**src/rtl/message_assembler.sv**
```systemverilog
// message_assembler: serial-to-word receiver. It hunts for an 8-bit sync
// pattern, reads a LOGSIZE-bit word-count header, then assembles WIDTH-bit
// payload words (MSB first) and writes each one to a BRAM through
// we/waddr/wdata. Long gaps in the bit stream abort the message with err.
//
// Handshake: bit_in is consumed only on cycles where bit_valid=1; there is
// no backpressure, so every valid bit must be taken on the cycle it arrives.
// we is a one-cycle strobe, and waddr/wdata hold their last value while we=0.
//
// Timing of the status outputs: we and err are registered on the edge that
// decides them. busy and done follow the state one cycle later, which puts
// done one cycle after the final we, and drops busy one cycle after done.
module message_assembler #(
    parameter int         WIDTH   = 64,
    parameter int         LOGSIZE = 8,
    parameter logic [7:0] SYNC    = 8'hA5,
    parameter int         TIMEOUT = 1000
) (
    input  logic               clk,
    input  logic               reset,
    input  logic               bit_valid,
    input  logic               bit_in,
    output logic               we,
    output logic [LOGSIZE-1:0] waddr,
    output logic [WIDTH-1:0]   wdata,
    output logic [LOGSIZE-1:0] msg_len,
    output logic               busy,
    output logic               done,
    output logic               err
);

    localparam logic [1:0] ST_IDLE    = 2'd0;
    localparam logic [1:0] ST_HEADER  = 2'd1;
    localparam logic [1:0] ST_PAYLOAD = 2'd2;
    localparam logic [1:0] ST_DONE    = 2'd3;

    // One counter serves both the header and the payload bit positions.
    localparam int MAXB  = (WIDTH > LOGSIZE) ? WIDTH : LOGSIZE;
    localparam int CNT_W = $clog2(MAXB) + 1;

    localparam logic [CNT_W-1:0]   CNT_ONE  = 1;
    localparam logic [LOGSIZE-1:0] ADDR_ONE = 1;
    localparam logic [15:0]        IDLE_ONE = 16'd1;
    localparam logic [15:0]        IDLE_MAX = 16'(TIMEOUT - 1);

    logic [1:0]         r_state;
    // The 8-bit sync window is the 7 stored history bits plus the current bit.
    logic [6:0]         r_sync;
    // The word in flight is the WIDTH-1 stored bits plus the current bit.
    logic [WIDTH-2:0]   r_shift;
    logic [CNT_W-1:0]   r_bit_cnt;
    logic [15:0]        r_idle_cnt;
    logic [LOGSIZE-1:0] r_addr;
    logic               r_we;
    logic [LOGSIZE-1:0] r_waddr;
    logic [WIDTH-1:0]   r_wdata;
    logic [LOGSIZE-1:0] r_msg_len;
    logic               r_busy;
    logic               r_done;
    logic               r_err;

    logic [7:0]         w_sync_next;
    logic [WIDTH-1:0]   w_shift_next;
    logic [LOGSIZE-1:0] w_hdr_val;
    logic               w_hdr_last;
    logic               w_word_last;
    logic               w_msg_last;
    logic               w_timeout;

    // Next-bit views of the shift registers and the end-of-field decodes.
    always_comb begin
        w_sync_next  = {r_sync, bit_in};
        w_shift_next = {r_shift, bit_in};
        w_hdr_val    = w_shift_next[LOGSIZE-1:0];
        w_hdr_last   = (r_bit_cnt == CNT_W'(LOGSIZE - 1));
        w_word_last  = (r_bit_cnt == CNT_W'(WIDTH - 1));
        w_msg_last   = (r_addr == (r_msg_len - ADDR_ONE));
        w_timeout    = !bit_valid && (r_idle_cnt == IDLE_MAX);
    end

    // Receive FSM plus its datapath: sync hunt, header, payload, write strobe.
    always_ff @(posedge clk) begin
        if (reset) begin
            r_state    <= ST_IDLE;
            r_sync     <= '0;
            r_shift    <= '0;
            r_bit_cnt  <= '0;
            r_idle_cnt <= '0;
            r_addr     <= '0;
            r_we       <= 1'b0;
            r_waddr    <= '0;
            r_wdata    <= '0;
            r_msg_len  <= '0;
            r_err      <= 1'b0;
        end else begin
            r_we  <= 1'b0;
            r_err <= 1'b0;
            case (r_state)
                ST_IDLE: begin
                    if (bit_valid) begin
                        r_sync <= w_sync_next[6:0];
                        if (w_sync_next == SYNC) begin
                            r_state    <= ST_HEADER;
                            r_bit_cnt  <= '0;
                            r_idle_cnt <= '0;
                            r_shift    <= '0;
                        end
                    end
                end
                ST_HEADER: begin
                    if (bit_valid) begin
                        r_idle_cnt <= '0;
                        r_shift    <= w_shift_next[WIDTH-2:0];
                        if (w_hdr_last) begin
                            r_bit_cnt <= '0;
                            r_msg_len <= w_hdr_val;
                            r_addr    <= '0;
                            r_state   <= (w_hdr_val == '0) ? ST_DONE : ST_PAYLOAD;
                        end else begin
                            r_bit_cnt <= r_bit_cnt + CNT_ONE;
                        end
                    end else if (w_timeout) begin
                        r_err   <= 1'b1;
                        r_state <= ST_IDLE;
                        r_sync  <= '0;
                    end else begin
                        r_idle_cnt <= r_idle_cnt + IDLE_ONE;
                    end
                end
                ST_PAYLOAD: begin
                    if (bit_valid) begin
                        r_idle_cnt <= '0;
                        r_shift    <= w_shift_next[WIDTH-2:0];
                        if (w_word_last) begin
                            r_bit_cnt <= '0;
                            r_we      <= 1'b1;
                            r_wdata   <= w_shift_next;
                            r_waddr   <= r_addr;
                            r_addr    <= r_addr + ADDR_ONE;
                            if (w_msg_last) begin
                                r_state <= ST_DONE;
                            end
                        end else begin
                            r_bit_cnt <= r_bit_cnt + CNT_ONE;
                        end
                    end else if (w_timeout) begin
                        // The partial word in r_shift is simply abandoned.
                        r_err   <= 1'b1;
                        r_state <= ST_IDLE;
                        r_sync  <= '0;
                    end else begin
                        r_idle_cnt <= r_idle_cnt + IDLE_ONE;
                    end
                end
                ST_DONE: begin
                    // Any bit arriving now is dropped; hunting restarts clean.
                    r_state <= ST_IDLE;
                    r_sync  <= '0;
                end
                default: begin
                    r_state <= ST_IDLE;
                    r_sync  <= '0;
                end
            endcase
        end
    end

    // Status flags registered from the current state.
    always_ff @(posedge clk) begin
        if (reset) begin
            r_busy <= 1'b0;
            r_done <= 1'b0;
        end else begin
            r_busy <= (r_state != ST_IDLE);
            r_done <= (r_state == ST_DONE);
        end
    end

    assign we      = r_we;
    assign waddr   = r_waddr;
    assign wdata   = r_wdata;
    assign msg_len = r_msg_len;
    assign busy    = r_busy;
    assign done    = r_done;
    assign err     = r_err;

endmodule
```
**config.mk**
```make
export PLATFORM = sky130hd
export DESIGN_NAME = message_assembler
export DESIGN_NICKNAME = d
export VERILOG_FILES = /design/src/rtl/message_assembler.sv
export SDC_FILE = /design/constraint.sdc
export NUM_CORES = 1
export LEC_CHECK = 0
export ABC_CLOCK_PERIOD_IN_PS = 3940
export BUFFER_PORTS_ARGS = -buffer_cell sky130_fd_sc_hd__buf_2
export CAP_MARGIN = 20
export CORE_MARGIN = 2
export CORE_UTILIZATION = 45
export CTS_CLUSTER_DIAMETER = 30
export DETAILED_ROUTE_END_ITERATION = 16
export PLACE_DENSITY = 0.75
export SETUP_SLACK_MARGIN = 0.4
export SLEW_MARGIN = 20
export SYNTH_ARGS = -nofsm -noshare
export SYNTH_HDL_FRONTEND = slang
export SYNTH_SLANG_ARGS = --single-unit
```
**constraint.sdc**
```tcl
create_clock -name clk -period 3.94 [get_ports clk]
set_input_delay 0.788 -clock clk [delete_from_list [all_inputs] [get_ports clk]]
set_output_delay 0.788 -clock clk [all_outputs]
set_load 0.02 [all_outputs]
```
# Yosys cells after proc, flatten, opt, wreduce, memory -nomap -nowiden
# Cells that the tools add are included.
# totals
reg_bits	187
out_inout_bits	84
wordCells	97
# op_classes
addsub	4
eq_ne	21
n_mux	37
bitwise_logic	3
n_reduce_logical	19
# op_table
cell	n
63-bit 2-to-1 mux	3
63-bit case mux with 2 select lines	1
16-bit 2-to-1 mux	4
7-bit 2-to-1 mux	9
7-bit case mux with 3 select lines	2
8-bit 2-to-1 mux	4
16-bit case mux with 2 select lines	1
16-bit by 1-bit adder with 16-bit output, second input constant	1
16-bit by 10-bit equality test with 1-bit output, second input constant	1
2-bit 2-to-1 mux	8
8-bit case mux with 2 select lines	1
5-bit AND reduction	3
2-bit != test, second input constant	7
3-bit != test, second input constant	4
3-bit AND reduction	3
8-bit by 1-bit adder with 8-bit output, second input constant	1
8-bit equality test	1
8-bit equality test, second input constant	1
8-bit zero test	1
2-bit case mux with 4 select lines	1
4-bit AND reduction	2
8-bit by 1-bit subtractor with 8-bit output, second input constant	1
7-bit by 1-bit adder with 7-bit output, second input constant	1
7-bit by 3-bit equality test with 1-bit output, second input constant	1
13 further kinds	22

# Longest topological paths before layout
# logic_depth
word_depth	6
ltp_mapped	9
depth_no_buf	8

# Least setup slack after synthesis
# Ideal clock, no wire load.
# synth_timing
kind	register -> register
from	register r_msg_len[0] (netlist: msg_len[0])
to	register r_state[1]
setup_time_ps	116
arrival_time_ps	2025
required_time_ps	3824
path_slack_ps	1799
stages_incl_launch_ff	10
path_cell_list	dfxtp_1 inv_1 ha_1 clkbuf_1 nand2b_1 o211ai_1 o21ai_0 a2111oi_2 a21oi_1 o211a_1
# synth_via
elab_chain_cells	4
# synth_rtl
item	line	rtl
start: declaration	57	logic [LOGSIZE-1:0] r_msg_len;
start signal: assignment	116	r_msg_len <= w_hdr_val;
8-bit by 1-bit subtractor with 8-bit output	77	w_msg_last = (r_addr == (r_msg_len - ADDR_ONE));
8-bit equality test	77	
3-bit != test (no source line)	-	
5-bit AND reduction (no source line)	-	
end signal: assignment	118	r_state <= (w_hdr_val == '0) ? ST_DONE : ST_PAYLOAD;
end: declaration	46	logic [1:0] r_state;
# No other way between the ends.
# A chain may end at the register's enable or synchronous reset.

# Final worst setup path
# layout_timing
from	register r_state[0]
to	register r_shift[48]
# layout_via
elab_chain_cells	4
word_cells_on_any_way	10
classes_between	eq/ne: 5; mux: 1; reduce/logical: 4
# layout_rtl
item	line	rtl
2-bit equality test or 2-bit by 1-bit equality test with 1-bit output (tied branches)	98	case (r_state)
2-bit OR reduction (no source line)	-	
2-bit by 1-bit != test with 1-bit output (no source line) or 2-bit nonzero test (tied branches)	-	
4-bit AND reduction (no source line)	-	
end signal: assignment	113	r_shift <= w_shift_next[WIDTH-2:0];
end signal: assignment	133	r_shift <= w_shift_next[WIDTH-2:0];
end: declaration	50	logic [WIDTH-2:0] r_shift;
# Several ways; a longest one is shown, not always the timed one.

==> impl_table.tex <==
\begin{tabular}{lr}
\hline
Metric & Value \\
\hline
\multicolumn{2}{l}{\textbf{Run status}} \\
\quad Run status & finished clean \\
\multicolumn{2}{l}{\textbf{Timing}} \\
\quad Post-route fraction of the period consumed by the critical path & 59.7\% \\
\quad Slew at the pin with the worst max-slew slack & 0.785 ns \\
\quad Highest clock frequency the design can meet & 0.425 GHz \\
\quad Maximum clock skew at final layout & 0.00796 ns \\
\quad Setup repair after global routing missed its margin & false \\
\quad Final hold vios & 0 \\
\quad Clock period minus worst slack & 2.35 ns \\
\quad Fin. max-slew vios & 0 \\
\quad Count of endpoints failing setup in the final report & 0 \\
\quad Setup TNS after final layout & 0 ns \\
\quad Relative max-transition margin & 47.7\% \\
\quad Worst hold margin & 0.450 ns \\
\multicolumn{2}{l}{\textbf{CTS}} \\
\quad Number of buffers inserted by post-CTS setup repair & 0 \\
\quad Maximum level of the CTS H-tree & 4 \\
\quad Clock latency of the later-clocked register in the worst-skew pair & 0.43 ns \\
\quad Post-cts gate resize count & 0 \\
\quad Clock tree buffer depth & 2 \\
\quad Hold-fix buffer count after cts & 0 \\
\quad Clock tree from TritonCTS & built \\
\quad Clock Tree Root & sky130\_fd\_sc\_hd\_\_clkbuf\_16 \\
\quad Count of clock tree sinks & 187 \\
\quad Clock buffer count from CTS & 17 \\
\quad CTS clock-pin slew for the worst setup and hold paths & 0.07 ns \\
\multicolumn{2}{l}{\textbf{Finish}} \\
\quad Share of cells above drive strength 1 & 15.2\% \\
\quad Diode insertion count for antenna repair & 0 \\
\quad Layout Nets & 973 \\
\quad Final standard cell count with taps included and fillers excluded & 1193 \\
\quad Area added between synthesis and finish & 15.1\% \\
\quad Post-route cell area & 8620 um2 \\
\multicolumn{2}{l}{\textbf{Placement}} \\
\quad Placed cell areas & 8000 um2 \\
\quad Number of I/O port buffers & 87 \\
\quad Dpl hpwl & 9890 um \\
\quad Cell total after placement & 1160 \\
\quad Global placer's final weighted congestion & 0.809 \\
\multicolumn{2}{l}{\textbf{Synth}} \\
\quad Largest area contributor in the netlist & sky130\_fd\_sc\_hd\_\_dfxtp\_1 \\
\quad Sequential-to-total area share from yosys stat & 50.0\% \\
\quad Synthesized netlist net count & 924 \\
\quad Proportion of netlist area held by the largest area contributor & 50.0\% \\
\quad Number of flip-flops and latches in the synthesized netlist & 187 \\
\quad Combined area of all synthesized cells & 7490 um2 \\
\quad Synth warn & 0 \\
\quad Syn\_area\_per\_cell & 8.22 um2 \\
\quad Number of enable flip-flop cells after synthesis & 0 \\
\quad Top FF cell, synth & sky130\_fd\_sc\_hd\_\_dfxtp\_1 \\
\quad Post-Syn Instances & 911 \\
\quad Share of flip-flops with an asynchronous set or reset & 0\% \\
\quad Distinct cells, synth & 57 \\
\quad Top post-synthesis cells by area & sky130\_fd\_sc\_hd\_\_dfxtp\_1 50\%, sky130\_fd\_sc\_hd\_\_nand2\_1 11\%, sky130\_fd\_sc\_hd\_\_a21oi\_1 10\% \\
\multicolumn{2}{l}{\textbf{Drt}} \\
\quad Vias & 6220 \\
\quad Final wirelength & 16300 um \\
\quad Number of DRC violations after detailed routing & 0 \\
\quad Average detailed-routed wire length per instance & 13.6 um \\
\quad 1st-pass router iterations & 4 \\
\quad Remaining number of nets flagged by the antenna check after routing & 0 \\
\quad Vias per cell & 5.21 \\
\quad Detailed Route Iter0 Violations & 327 \\
\multicolumn{2}{l}{\textbf{Floorplanning}} \\
\quad Number of rows created at floorplan & 47 \\
\quad Chip width & 133 um \\
\quad Number of top-level pins & 88 \\
\quad Initial core utilization & 45.6\% \\
\quad Area enclosed by the die boundary & 17700 um2 \\
\quad Core Box Area & 16400 um2 \\
\quad Height of the die & 133 um \\
\multicolumn{2}{l}{\textbf{Critical path}} \\
\quad Type of destination of the critical path & flip-flop \\
\quad Critical path startpoint category & flip-flop \\
\quad Critical path class & flip-flop to flip-flop \\
\quad Endpoint of the lowest-slack register-to-register path & r\_shift[48] \\
\quad RR Startpoint & r\_state[0] \\
\quad Crit Path Max Fanout & 63 \\
\quad Startpoint of the most critical setup path & r\_state[0] \\
\quad Flop-to-flop setup slack & 1.59 ns \\
\quad Destination of the critical timing path & r\_shift[48] \\
\quad Worst-case reg-to-reg path depth & 8 \\
\quad Data arrival time of the critical path & 2.71 ns \\
\quad Data required time at the worst endpoint & 4.30 ns \\
\multicolumn{2}{l}{\textbf{Global routing}} \\
\quad Global Route met3 Usage & 3.91\% \\
\quad Total overflow reported by the global router & 0 \\
\quad Grt met2 use & 31.3\% \\
\quad Maximum number of pins on one net before global-route repair & 75 \\
\quad Via count of the first global-routing pass & 5547 \\
\quad Layer carrying the most global-route usage & met2 \\
\quad Routing usage on met1 & 23.2\% \\
\quad Initial antenna violation count & 0 \\
\quad Global-route wire length before repair & 26800 um \\
\quad Overall track demand over capacity in global routing & 18.5\% \\
\multicolumn{2}{l}{\textbf{Job}} \\
\quad Count of max-cap constraint violations & 0 \\
\multicolumn{2}{l}{\textbf{Pwr}} \\
\quad Peak VDD IR & 0.000331 V \\
\quad Power density over the cells & 431 nW/um2 \\
\quad Total power consumption of the routed design & 3.72 mW \\
\quad Static leakage & 3.25 nW \\
\multicolumn{2}{l}{\textbf{Worst hold path}} \\
\quad Hold Path Class & flip-flop to flip-flop \\
\quad Startpoint of the tightest hold check path & wdata[22] \\
\hline
\end{tabular}
-- synth_stat cells (4+ instances only) --
cell type                    n
sky130_fd_sc_hd__nand3_1    66
sky130_fd_sc_hd__nand2_1   221
sky130_fd_sc_hd__or2_2       4
sky130_fd_sc_hd__buf_2      10
sky130_fd_sc_hd__a21oi_1   151
sky130_fd_sc_hd__and3_1     18
sky130_fd_sc_hd__nand4_1    14
sky130_fd_sc_hd__xor2_1     22
sky130_fd_sc_hd__inv_1      10
sky130_fd_sc_hd__nor3_1      4
sky130_fd_sc_hd__dfxtp_1   187
sky130_fd_sc_hd__clkbuf_1   51
sky130_fd_sc_hd__mux2i_1    11
sky130_fd_sc_hd__xnor2_1    13
sky130_fd_sc_hd__o21ai_0     9
sky130_fd_sc_hd__ha_1        9
sky130_fd_sc_hd__nor2_1     50
-- registers in the layout, summed over array words and instances, names as in the netlist --
register and cells:
wdata 64, r_shift 63, r_idle_cnt 16, msg_len 8
r_addr 8, waddr 8, r_bit_cnt 7, r_sync 7
r_state 2, busy 1, done 1, err 1
we 1
-- layer usage --
layer	routed length, um	part of all wire [%]	vias up
met1	7440	46	2907
met4	235	1.4	0
met2	7920	49	134
met3	664	4.1	19
met5	0	0	-
li1	-	-	3160
-- worst max-delay path, stage by stage (launching register included) --
cell                      delay (ns)
sky130_fd_sc_hd__dfxtp_1        0.36
sky130_fd_sc_hd__inv_1          0.14
sky130_fd_sc_hd__ha_1           0.25
sky130_fd_sc_hd__inv_1          0.10
sky130_fd_sc_hd__a41oi_4        0.40
sky130_fd_sc_hd__or2_2          0.19
sky130_fd_sc_hd__buf_4          0.52
sky130_fd_sc_hd__nand2_1        0.13
sky130_fd_sc_hd__a21oi_1        0.17
-- stage by stage --
| step | util [%] | worst slack, ns |
|---|---|---|
| final | 52.6 | 1.59 |
| after global routing | 52.6 | 1.36 |
| after CTS | 52.5 | 1.54 |
| after detailed placement | 48.8 | 1.26 |
| after global placement | 48.8 | 1.36 |
| after floorplan | - | 1.80 |
-- cell type report --
class	instances	area, um2
fillers	1529	7780
flip-flops and latches	187	3740
multi-input cells	648	3450
repair buffers	96	503
clock buffers	21	460
well taps	220	275
clock inverters	11	156
inverters	10	37.5
-- worst min path at each step --
stage / end / slack [ns] / cells past startpoint
finish: wdata[22] / 0.45 / 2
global route: wdata[33] / 0.46 / 2
CTS: wdata[32] / 0.45 / 2
detailed placement: r_sync[6] / 0.44 / 2
global placement: r_sync[6] / 0.43 / 2
floorplan: r_sync[6] / 0.43 / 2
-- cell families after synthesis --
kind of cell / share of synthesized area, %
flip-flops: 50.0
AND/OR/NAND/NOR: 25.2
adder cells (fa/ha/maj): 1.50
multiplexers: 1.47
buffers and inverters: 4.18
AO/OA/AOI/OAI: 13.6
XOR/XNOR: 4.09
-- cell usage in the layout, fill, tap and decap left out, types with 4 or more instances in the layout --
cell,netlist,layout
sky130_fd_sc_hd__nand2_1,221,221
sky130_fd_sc_hd__dfxtp_1,187,187
sky130_fd_sc_hd__a21oi_1,151,151
sky130_fd_sc_hd__buf_2,10,86
sky130_fd_sc_hd__nand3_1,66,66
sky130_fd_sc_hd__nor2_1,50,50
sky130_fd_sc_hd__xor2_1,22,22
sky130_fd_sc_hd__and3_1,18,18
sky130_fd_sc_hd__clkbuf_16,0,17
sky130_fd_sc_hd__nand4_1,14,14
sky130_fd_sc_hd__xnor2_1,13,13
sky130_fd_sc_hd__mux2i_1,11,11
sky130_fd_sc_hd__inv_1,10,10
sky130_fd_sc_hd__o21ai_0,9,9
sky130_fd_sc_hd__buf_4,2,9
sky130_fd_sc_hd__ha_1,9,8
sky130_fd_sc_hd__or2_2,4,4
-- power by group --
part / internal [mW] / switching, mW
combinational: 0.00679 / 0.0371
clock: 1.04 / 0.741
sequential: 1.89 / 0.000731
total: 2.94 / 0.779
Note: power is estimated with default switching activity, not from simulation.
